## src/rtl/prog_counter_pkg.sv

```systemverilog
// Shared constants for the programmable counter: terminal-mode encodings and
// count direction.
package prog_counter_pkg;

  localparam logic [1:0] MODE_WRAP    = 2'b00;
  localparam logic [1:0] MODE_SAT     = 2'b01;
  localparam logic [1:0] MODE_ONESHOT = 2'b10;

  localparam logic DIR_UP   = 1'b1;
  localparam logic DIR_DOWN = 1'b0;

  // Mode 2'b11 is reserved and decodes as wrap.
  function automatic logic is_wrap_mode(input logic [1:0] mode);
    return (mode != MODE_SAT) && (mode != MODE_ONESHOT);
  endfunction

endpackage

```

## src/rtl/prog_counter_tick_gen.sv

```systemverilog
// Prescaler for prog_counter: emits a one-cycle step every prescale+1
// enabled cycles; clear restarts the phase.
module tick_gen #(
  parameter int unsigned PRESCALE_WIDTH = 8
) (
  input  logic                      clock,
  input  logic                      resetN,
  input  logic                      enable,
  input  logic                      clear,
  input  logic [PRESCALE_WIDTH-1:0] prescale,
  output logic                      step
);

  logic [PRESCALE_WIDTH-1:0] prescaler_q, prescaler_d;
  logic                      match;

  assign match = (prescaler_q == prescale);
  assign step  = enable & ~clear & match;

  // A prescale value lowered below the current phase lets the prescaler run on
  // and wrap naturally before the next match.
  always_comb begin
    prescaler_d = prescaler_q;
    if (clear) begin
      prescaler_d = '0;
    end else if (enable) begin
      prescaler_d = match ? '0 : prescaler_q + 1'b1;
    end
  end

  always_ff @(posedge clock) begin
    if (!resetN) begin
      prescaler_q <= '0;
    end else begin
      prescaler_q <= prescaler_d;
    end
  end

endmodule

```

## src/rtl/prog_counter.sv

```systemverilog
// Up/down counter with run-time limit, load, prescaler and wrap/saturate/
// one-shot terminal behaviour; shared timebase for baud, video and tone timing.
module prog_counter
  import prog_counter_pkg::*;
#(
  parameter int unsigned      WIDTH          = 16,
  parameter logic [WIDTH-1:0] RESET_VALUE    = '0,
  parameter int unsigned      PRESCALE_WIDTH = 8
) (
  input  logic                      clock,
  input  logic                      resetN,
  input  logic                      enable,
  input  logic                      load,
  input  logic [WIDTH-1:0]          load_value,
  input  logic [WIDTH-1:0]          limit,
  input  logic                      up_down,
  input  logic [1:0]                mode,
  input  logic [PRESCALE_WIDTH-1:0] prescale,
  output logic [WIDTH-1:0]          count,
  output logic                      tick,
  output logic                      tc,
  output logic                      done
);

  logic             step;
  logic             at_terminal;
  logic [WIDTH-1:0] count_q, count_d;
  logic             tick_q, tick_d;
  logic             tc_q, tc_d;
  logic             done_q, done_d;

  tick_gen #(
    .PRESCALE_WIDTH(PRESCALE_WIDTH)
  ) u_tick_gen (
    .clock   (clock),
    .resetN  (resetN),
    .enable  (enable),
    .clear   (load),
    .prescale(prescale),
    .step    (step)
  );

  // Up terminates on >= so a loaded value above limit still terminates.
  assign at_terminal = (up_down == DIR_UP) ? (count_q >= limit) : (count_q == '0);

  always_comb begin
    count_d = count_q;
    done_d  = done_q;
    tick_d  = 1'b0;
    tc_d    = 1'b0;
    if (load) begin
      count_d = load_value;
      done_d  = 1'b0;
    end else if (step) begin
      tick_d = 1'b1;
      if (!done_q) begin
        if (at_terminal) begin
          tc_d = 1'b1;
          if (mode == MODE_ONESHOT) begin
            done_d = 1'b1;
          end else if (is_wrap_mode(mode)) begin
            count_d = (up_down == DIR_UP) ? '0 : limit;
          end
        end else if (up_down == DIR_UP) begin
          count_d = count_q + 1'b1;
        end else begin
          count_d = count_q - 1'b1;
        end
      end
    end
  end

  always_ff @(posedge clock) begin
    if (!resetN) begin
      count_q <= RESET_VALUE;
      tick_q  <= 1'b0;
      tc_q    <= 1'b0;
      done_q  <= 1'b0;
    end else begin
      count_q <= count_d;
      tick_q  <= tick_d;
      tc_q    <= tc_d;
      done_q  <= done_d;
    end
  end

  assign count = count_q;
  assign tick  = tick_q;
  assign tc    = tc_q;
  assign done  = done_q;

endmodule

```

## config.mk

```make
export PLATFORM = sky130hd
export DESIGN_NAME = prog_counter
export DESIGN_NICKNAME = d
export VERILOG_FILES = /design/src/rtl/prog_counter_pkg.sv /design/src/rtl/prog_counter_tick_gen.sv /design/src/rtl/prog_counter.sv
export SDC_FILE = /design/constraint.sdc
export NUM_CORES = 1
export LEC_CHECK = 0
export ABC_AREA = 1
export CAP_MARGIN = 25
export CELL_PAD_IN_SITES_DETAIL_PLACEMENT = 1
export CELL_PAD_IN_SITES_GLOBAL_PLACEMENT = 2
export CORE_MARGIN = 5
export CORE_UTILIZATION = 33
export DETAILED_ROUTE_END_ITERATION = 10
export DONT_BUFFER_PORTS = 1
export PLACE_DENSITY = 0.9
export SETUP_SLACK_MARGIN = 0.05
export SYNTH_ARGS = -nofsm -noshare
export SYNTH_HDL_FRONTEND = slang
export SYNTH_SLANG_ARGS = --single-unit
```

## constraint.sdc

```tcl
create_clock -name clock -period 3.2 [get_ports clock]
set_input_delay 0.16 -clock clock [delete_from_list [all_inputs] [get_ports clock]]
set_output_delay 0.16 -clock clock [all_outputs]
set_load 0.02 [all_outputs]
```

==> results of run 1 <==
-- power groups by stage --
stage / logic [mW] / clock network [mW] / registers, mW
after floorplan: 0.318 / 0 / 0.402
after global placement: 0.396 / 0 / 0.410
after detailed placement: 0.410 / 0 / 0.411
after CTS: 0.412 / 0.222 / 0.403
after global routing: 0.474 / 0.237 / 0.406
final: 0.409 / 0.214 / 0.402
-- critical path, cell delays in order (launching register included) --
cell and delay (ns):
dfxtp_1 0.59, inv_1 0.09, ha_1 0.28, nand4_1 0.09, nor2_1 0.10, nor2_1 0.05
nand2_1 0.09, nand2_1 0.07, nand2_2 0.14, nand2_2 0.24, inv_1 0.31, o21ai_0 0.14
a21oi_1 0.17, nor2_1 0.05
-- final cells by class --
cell class	instances	area (µm²)
inverters	65	244.0
multi-input cells	386	2098
clock buffers	3	41.29
fillers	1191	5617
flip-flops and latches	27	540.5
clock inverters	1	7.507
repair buffers	5	37.54
well taps	108	135.1
-- synth_stat cells, drive strengths merged (2+ instances only) --
cell type | instances | area, µm²
a21oi | 26 | 137.6
and2 | 2 | 12.51
buf | 5 | 43.78
clkbuf | 5 | 18.77
dfxtp | 27 | 540.5
ha | 32 | 400.4
inv | 65 | 244.0
nand2 | 142 | 561.8
nand3 | 46 | 250.2
nand3b | 4 | 30.03
nand4 | 5 | 31.28
nor2 | 73 | 276.5
nor3 | 10 | 66.32
nor3b | 3 | 27.52
o21ai | 19 | 95.09
or2 | 3 | 18.77
xnor2 | 8 | 70.07
xor2 | 8 | 70.07
-- layout by cell type, fill, tap and decap left out, drive strengths merged --
cell,netlist,routed
nand2,142,142
nor2,73,73
inv,65,65
nand3,46,46
ha,32,32
dfxtp,27,27
a21oi,26,26
o21ai,19,19
nor3,10,10
xnor2,8,8
xor2,8,8
nand4,5,5
buf,5,5
nand3b,4,4
or2,3,3
clkbuf,5,3
nor3b,3,3
and2,2,2
o22ai,1,1
mux2i,1,1
and3,1,1
o21bai,1,1
fa,1,1
clkinvlp,0,1
-- worst max-delay path by stage --
stage	startpoint	cells after the start	slack [ns]	end
floorplan	up_down	14	0.65	count[9]$_SDFFE_PN0P_
CTS	count[0]$_SDFFE_PN0P_	13	0.66	count[8]$_SDFFE_PN0P_
detailed placement	count[0]$_SDFFE_PN0P_	13	0.69	count[8]$_SDFFE_PN0P_
global route	count[0]$_SDFFE_PN0P_	13	0.38	count[8]$_SDFFE_PN0P_
global placement	count[13]$_SDFFE_PN0P_	12	0.81	count[0]$_SDFFE_PN0P_
finish	count[0]$_SDFFE_PN0P_	13	0.70	count[8]$_SDFFE_PN0P_
-- layer usage --
metal  share of wire  global-route usage  wire [µm]  up-vias
met5               0                   0          0        -
met3           0.049             0.03228        471       13
met2            0.47              0.3059       4552       52
li1                -                   -          -     1559
met1            0.46              0.2302       4484     1405
met4           0.019             0.04348        182        0
-- registers in the layout (all words and copies together), names as in the netlist --
name and flops:
count 16, tc 1, done 1, tick 1, u_tick_gen.prescaler_q 8
-- cell families (layout without fill, tap and decap cells) --
| group | after synthesis | count (layout) | share of synthesized area |
|---|---|---|---|
| flip-flops | 27 | 27 | 0.1835 |
| AO/OA/AOI/OAI | 47 | 47 | 0.08369 |
| adder cells (fa/ha/maj) | 33 | 33 | 0.1427 |
| XOR/XNOR | 16 | 16 | 0.04758 |
| AND/OR/NAND/NOR | 289 | 289 | 0.4350 |
| multiplexers | 1 | 1 | 0.003399 |
| buffers and inverters | 75 | 74 | 0.1041 |
-- stage by stage --
| stage | util | cell area (µm²) |
|---|---|---|
| finish | 0.3560 | 3104 |
| CTS | 0.3560 | 3104 |
| detailed placement | 0.3504 | 3055 |
| floorplan | - | 2945 |
| global route | 0.3560 | 3104 |
| global placement | 0.3504 | 3055 |
==> metrics.txt, run 1 <==
clk_skew 0.003876 ns; grt ovf 0; Initial Util 0.3377; Max-Slew Margin vs Limit 0.4030; largest net degree at the start of global routing 24; std cell rows 34; Psw ~430 µW; Syn Nets around 570; worst hold path cell count 2; min cycle time layout 2.504 ns; ys async rst share 0; Fin Hold WS 0.01201 ns; Min-Delay Path Class input port to register; vias in the first global route 3195; initial antenna violation count 0; P&R area growth vs syn 5.395%; placed cells 591; setup bufs post-CTS 0; Yosys cell types 37; Max Clk Rate 399.3 MHz; wirelength, routed 9.690 mm; Primary FF master, synth dfxtp_1; RSZ-0062 raised after global routing no; sw frac 0.4210; Final WS setup 0.6956 ns; CTS sink cnt 27; drt wl/cell about 16 µm; placer congestion estimate 0.8609; type of origin of the critical path register; final worst path period share 0.7826; DP HPWL 8.097 mm; RR Startpoint count[0]$_SDFFE_PN0P_; Chip Width 104.5 µm; Leak 1.626 nW; root buf cell clkbuf_8; reg2reg end count[8]$_SDFFE_PN0P_; Ys Warns 0; # diodes 0; DRC violations left 0; htree depth 1; non-filler instance count after layout 595; 1st-iter DRT viols 112; Critical Path RT about 3.4 ns; Peak VDD IR 0.0001593 V; post-route setup TNS 0 ns; cts bufs inserted 3; Pint 593.6 µW; Worst-path clk slew 0.11 ns; CORE AREA roughly 0.0087 mm²; Top-Level Pins 66; post-route ant nets 0; Seq cells post-synth 27; total number of vias 3029; cell count of the worst reg-to-reg path 13; final-report hold violation count 0; Arr. time, crit path about 2.7 ns; mapped cell area 0.002945 mm²; First-pass DRT Iterations 4; worst-margin pin slew 0.8945 ns; GRT Total Usage 0.1785; setup violators final 0; clock power share 0.209; TritonCTS clock tree built; post-place setup slack 0.6906 ns; Via density approximately 5.1; Avg Synthesized Cell Area 6.036 µm²; FF-to-FF setup slack a little under 0.7 ns; first-pass GRT wire length 16.04 mm; Die Y 104.5 µm; worst-case clock buffer depth 2; I/O Buffers 0; Cell Pwr Density 330.3 mW/mm²; Comb power frac 0.399; Slew Viols, Final 0; Max-Cap Viols 0; Post-CTS Resized 0; EDFF count, synth 0; Post-CTS Hold Buffers 0; Mapped Cells between 400 and 500; total power 1.025 mW; status completed; crit path kind register to register; crit end category register; min-delay src resetN; Total Nets Final around 570; sequential share of the synthesized area 0.1835; crit path max fanout 17; layout cells sized above 1 0.05955; Die ar. 0.01092 mm²; sequential share of power 0.392; clock latency on the worst-skew pair 0.29 ns; Worst Hold Endpoint count[11]$_SDFFE_PN0P_
Power figures use the tool's default switching activity.
==> run 2, diff against run 1 <==
- clock period: 3.2 -> 2.4 ns (I/O delays scaled with it)
==> run 2 against run 1 <==
- total power grew 39%
- sequential power is 23% higher
- critical path depth fell by 1
- largest cell class unchanged
- critical endpoint is now count[3]$_SDFFE_PN0P_
- largest power group unchanged
- utilization up 1.9 points
- clock skew is 0.0020 ns higher
- maximum frequency grew 15%
- combinational power is 55% higher
- register-to-register slack got worse by 0.47 ns
==> metrics.txt, run 2 (synthesis results as in run 1) <==
status completed; Slew Viols, Final 0; WP buf/inv 2; crit end category register; initial antenna violation count 0; most frequent cells in the layout 138 x nand2_1, 72 x nor2_1, 62 x inv_1; # diodes 0; total number of vias 3180; Chip Width approximately 100 µm; Initial Util 0.3377; layout cells sized above 1 0.09449; placed cells 610; placed instance area 0.003198 mm²; std cell rows 34; min cycle time layout around 2.2 ns; Peak VDD IR between 0.0002 and 0.00025 V; P&R area growth vs syn 10.92%; Final WS setup between 0.2 and 0.25 ns; I/O Buffers 0; RR Startpoint count[15]$_SDFFE_PN0P_; reg2reg end count[3]$_SDFFE_PN0P_; wirelength, routed about 10 mm; crit path kind register to register; vias in the first global route 3331; Slowest Stage Delay on Critical Path 0.33 ns; min-delay src resetN; grt ovf 0; Max-Cap Viols 0; FF+latch area 540.5 µm²; crit-path cells ha_1 > nand2_1 > inv_1 > nand3_1 > nor3_1 > nand2_1 > nand2_2 > nand2_2 > inv_1 > o21ai_0 > a21oi_1 > nor2_1; Total Nets Final 589; final-report hold violation count 0; Via density 5.162; TritonCTS clock tree built; DP HPWL ~8.4 mm; Slowest-stage cell, CP dfxtp_1; fill count 1184; cell count of the worst reg-to-reg path 12; worst-case clock buffer depth 2; post-route setup TNS 0 ns; First-pass DRT Iterations 4; commonest non-fill, non-tap cell in the layout nand2_1; Worst Hold Endpoint count[1]$_SDFFE_PN0P_; GRT Total Usage 0.1849; first-pass GRT wire length 16.73 mm; type of origin of the critical path register; drt wl/cell 16.30 µm; Max-Slew Margin vs Limit 0.6299; clk_skew about 0.0059 ns; Leak 1.731 nW; post-place setup slack 0.1415 ns; cts bufs inserted 3; final worst path period share 0.9046; FF-to-FF setup slack 0.23 ns; placer congestion estimate 0.8346; Die ar. 0.01092 mm²; fin area about 0.0033 mm²; worst-margin pin slew 0.5545 ns; 1st-iter DRT viols 116; area of the multi-input gates 0.002098 mm²; Worst-path clk slew 0.11 ns; Arr. time, crit path 2.36 ns; htree depth 1; Critical Path RT 2.59 ns; Post-CTS Resized 0; post-route ant nets 0; Cell Pwr Density roughly 440 mW/mm²; DRC violations left 0; Max Clk Rate approximately 460 MHz; CTS sink cnt 27; RSZ-0062 raised after global routing yes; Top delay family on crit path simple AND/OR/NAND/NOR gates; setup violators final 0; Top-Level Pins 66; crit path max fanout 9; worst hold path cell count 2; non-filler instance count after layout 616; largest net degree at the start of global routing 19; clock latency on the worst-skew pair around 0.29 ns; Die Y around 100 µm; max FFs per register 16; Min-Delay Path Class input port to register; root buf cell clkbuf_8; CORE AREA 0.008721 mm²
-- run 2: cell count changes in the layout (fill, tap and decap cells not counted) --
cell / previous run / this run
buf_4: 5 / 24
dlygate4sd3_1: 0 / 2
-- run 2: worst register-to-register path: cells and delay by family, from the launching register on --
family	cells	cell delay, ns
fa+ha+maj	1	0.29
flops	1	0.33
simple gates	7	0.87
compound gates	2	0.29
buf+inv	2	0.31
-- run 2: what timing repair did --
item | CTS | global route
endpoints found under the setup margin | 0 | 1
hold buffers | 2 | 0
hold endpoints to repair | 10 | 0
setup buffers | 0 | 0
-- run 2: worst max path at each step --
stage	slack [ns]	to	startpoint	cells after the start
finish	0.23	count[3]$_SDFFE_PN0P_	count[15]$_SDFFE_PN0P_	12
detailed placement	0.14	count[15]$_SDFFE_PN0P_	up_down	16
floorplan	0.23	count[9]$_SDFFE_PN0P_	up_down	14
global placement	0.20	count[15]$_SDFFE_PN0P_	up_down	16
global route	0.04	count[3]$_SDFFE_PN0P_	count[15]$_SDFFE_PN0P_	12
CTS	0.22	count[9]$_SDFFE_PN0P_	count[15]$_SDFFE_PN0P_	13
-- run 2: layout make-up --
cell class / count / share of cell area
inverters: 65 / 0.07468
repair buffers: 26 / 0.06128
multi-input cells: 386 / 0.6423
clock buffers: 3 / 0.01264
clock inverters: 1 / 0.002298
well taps: 108 / 0.04136
flip-flops and latches: 27 / 0.1655
-- run 2: metal layers --
metal | track usage | up-vias | routed length, µm | part of all wire
met4 | 0.05088 | 0 | 214 | 0.021
met3 | 0.03414 | 13 | 486 | 0.048
met5 | 0 | - | 0 | 0
met2 | 0.3204 | 64 | 4816 | 0.48
li1 | - | 1601 | - | -
met1 | 0.2327 | 1502 | 4521 | 0.45
-- run 2: where the power goes --
group          switching, mW  total, mW  internal (mW)
Sequential            0.0240      0.496          0.472
Combinational          0.400      0.635          0.235
Clock                  0.174      0.292          0.119
-- run 2: metrics by stage --
stage	util	hold WS (ns)	power, mW
2_1_floorplan	-	0.2870	0.9605
3_3_place_gp	0.3667	0.2718	1.117
3_5_place_dp	0.3667	0.2745	1.136
4_1_cts	0.3746	0.001636	1.439
5_1_grt	0.3746	0.01740	1.546
6_report	0.3746	0.01616	1.423
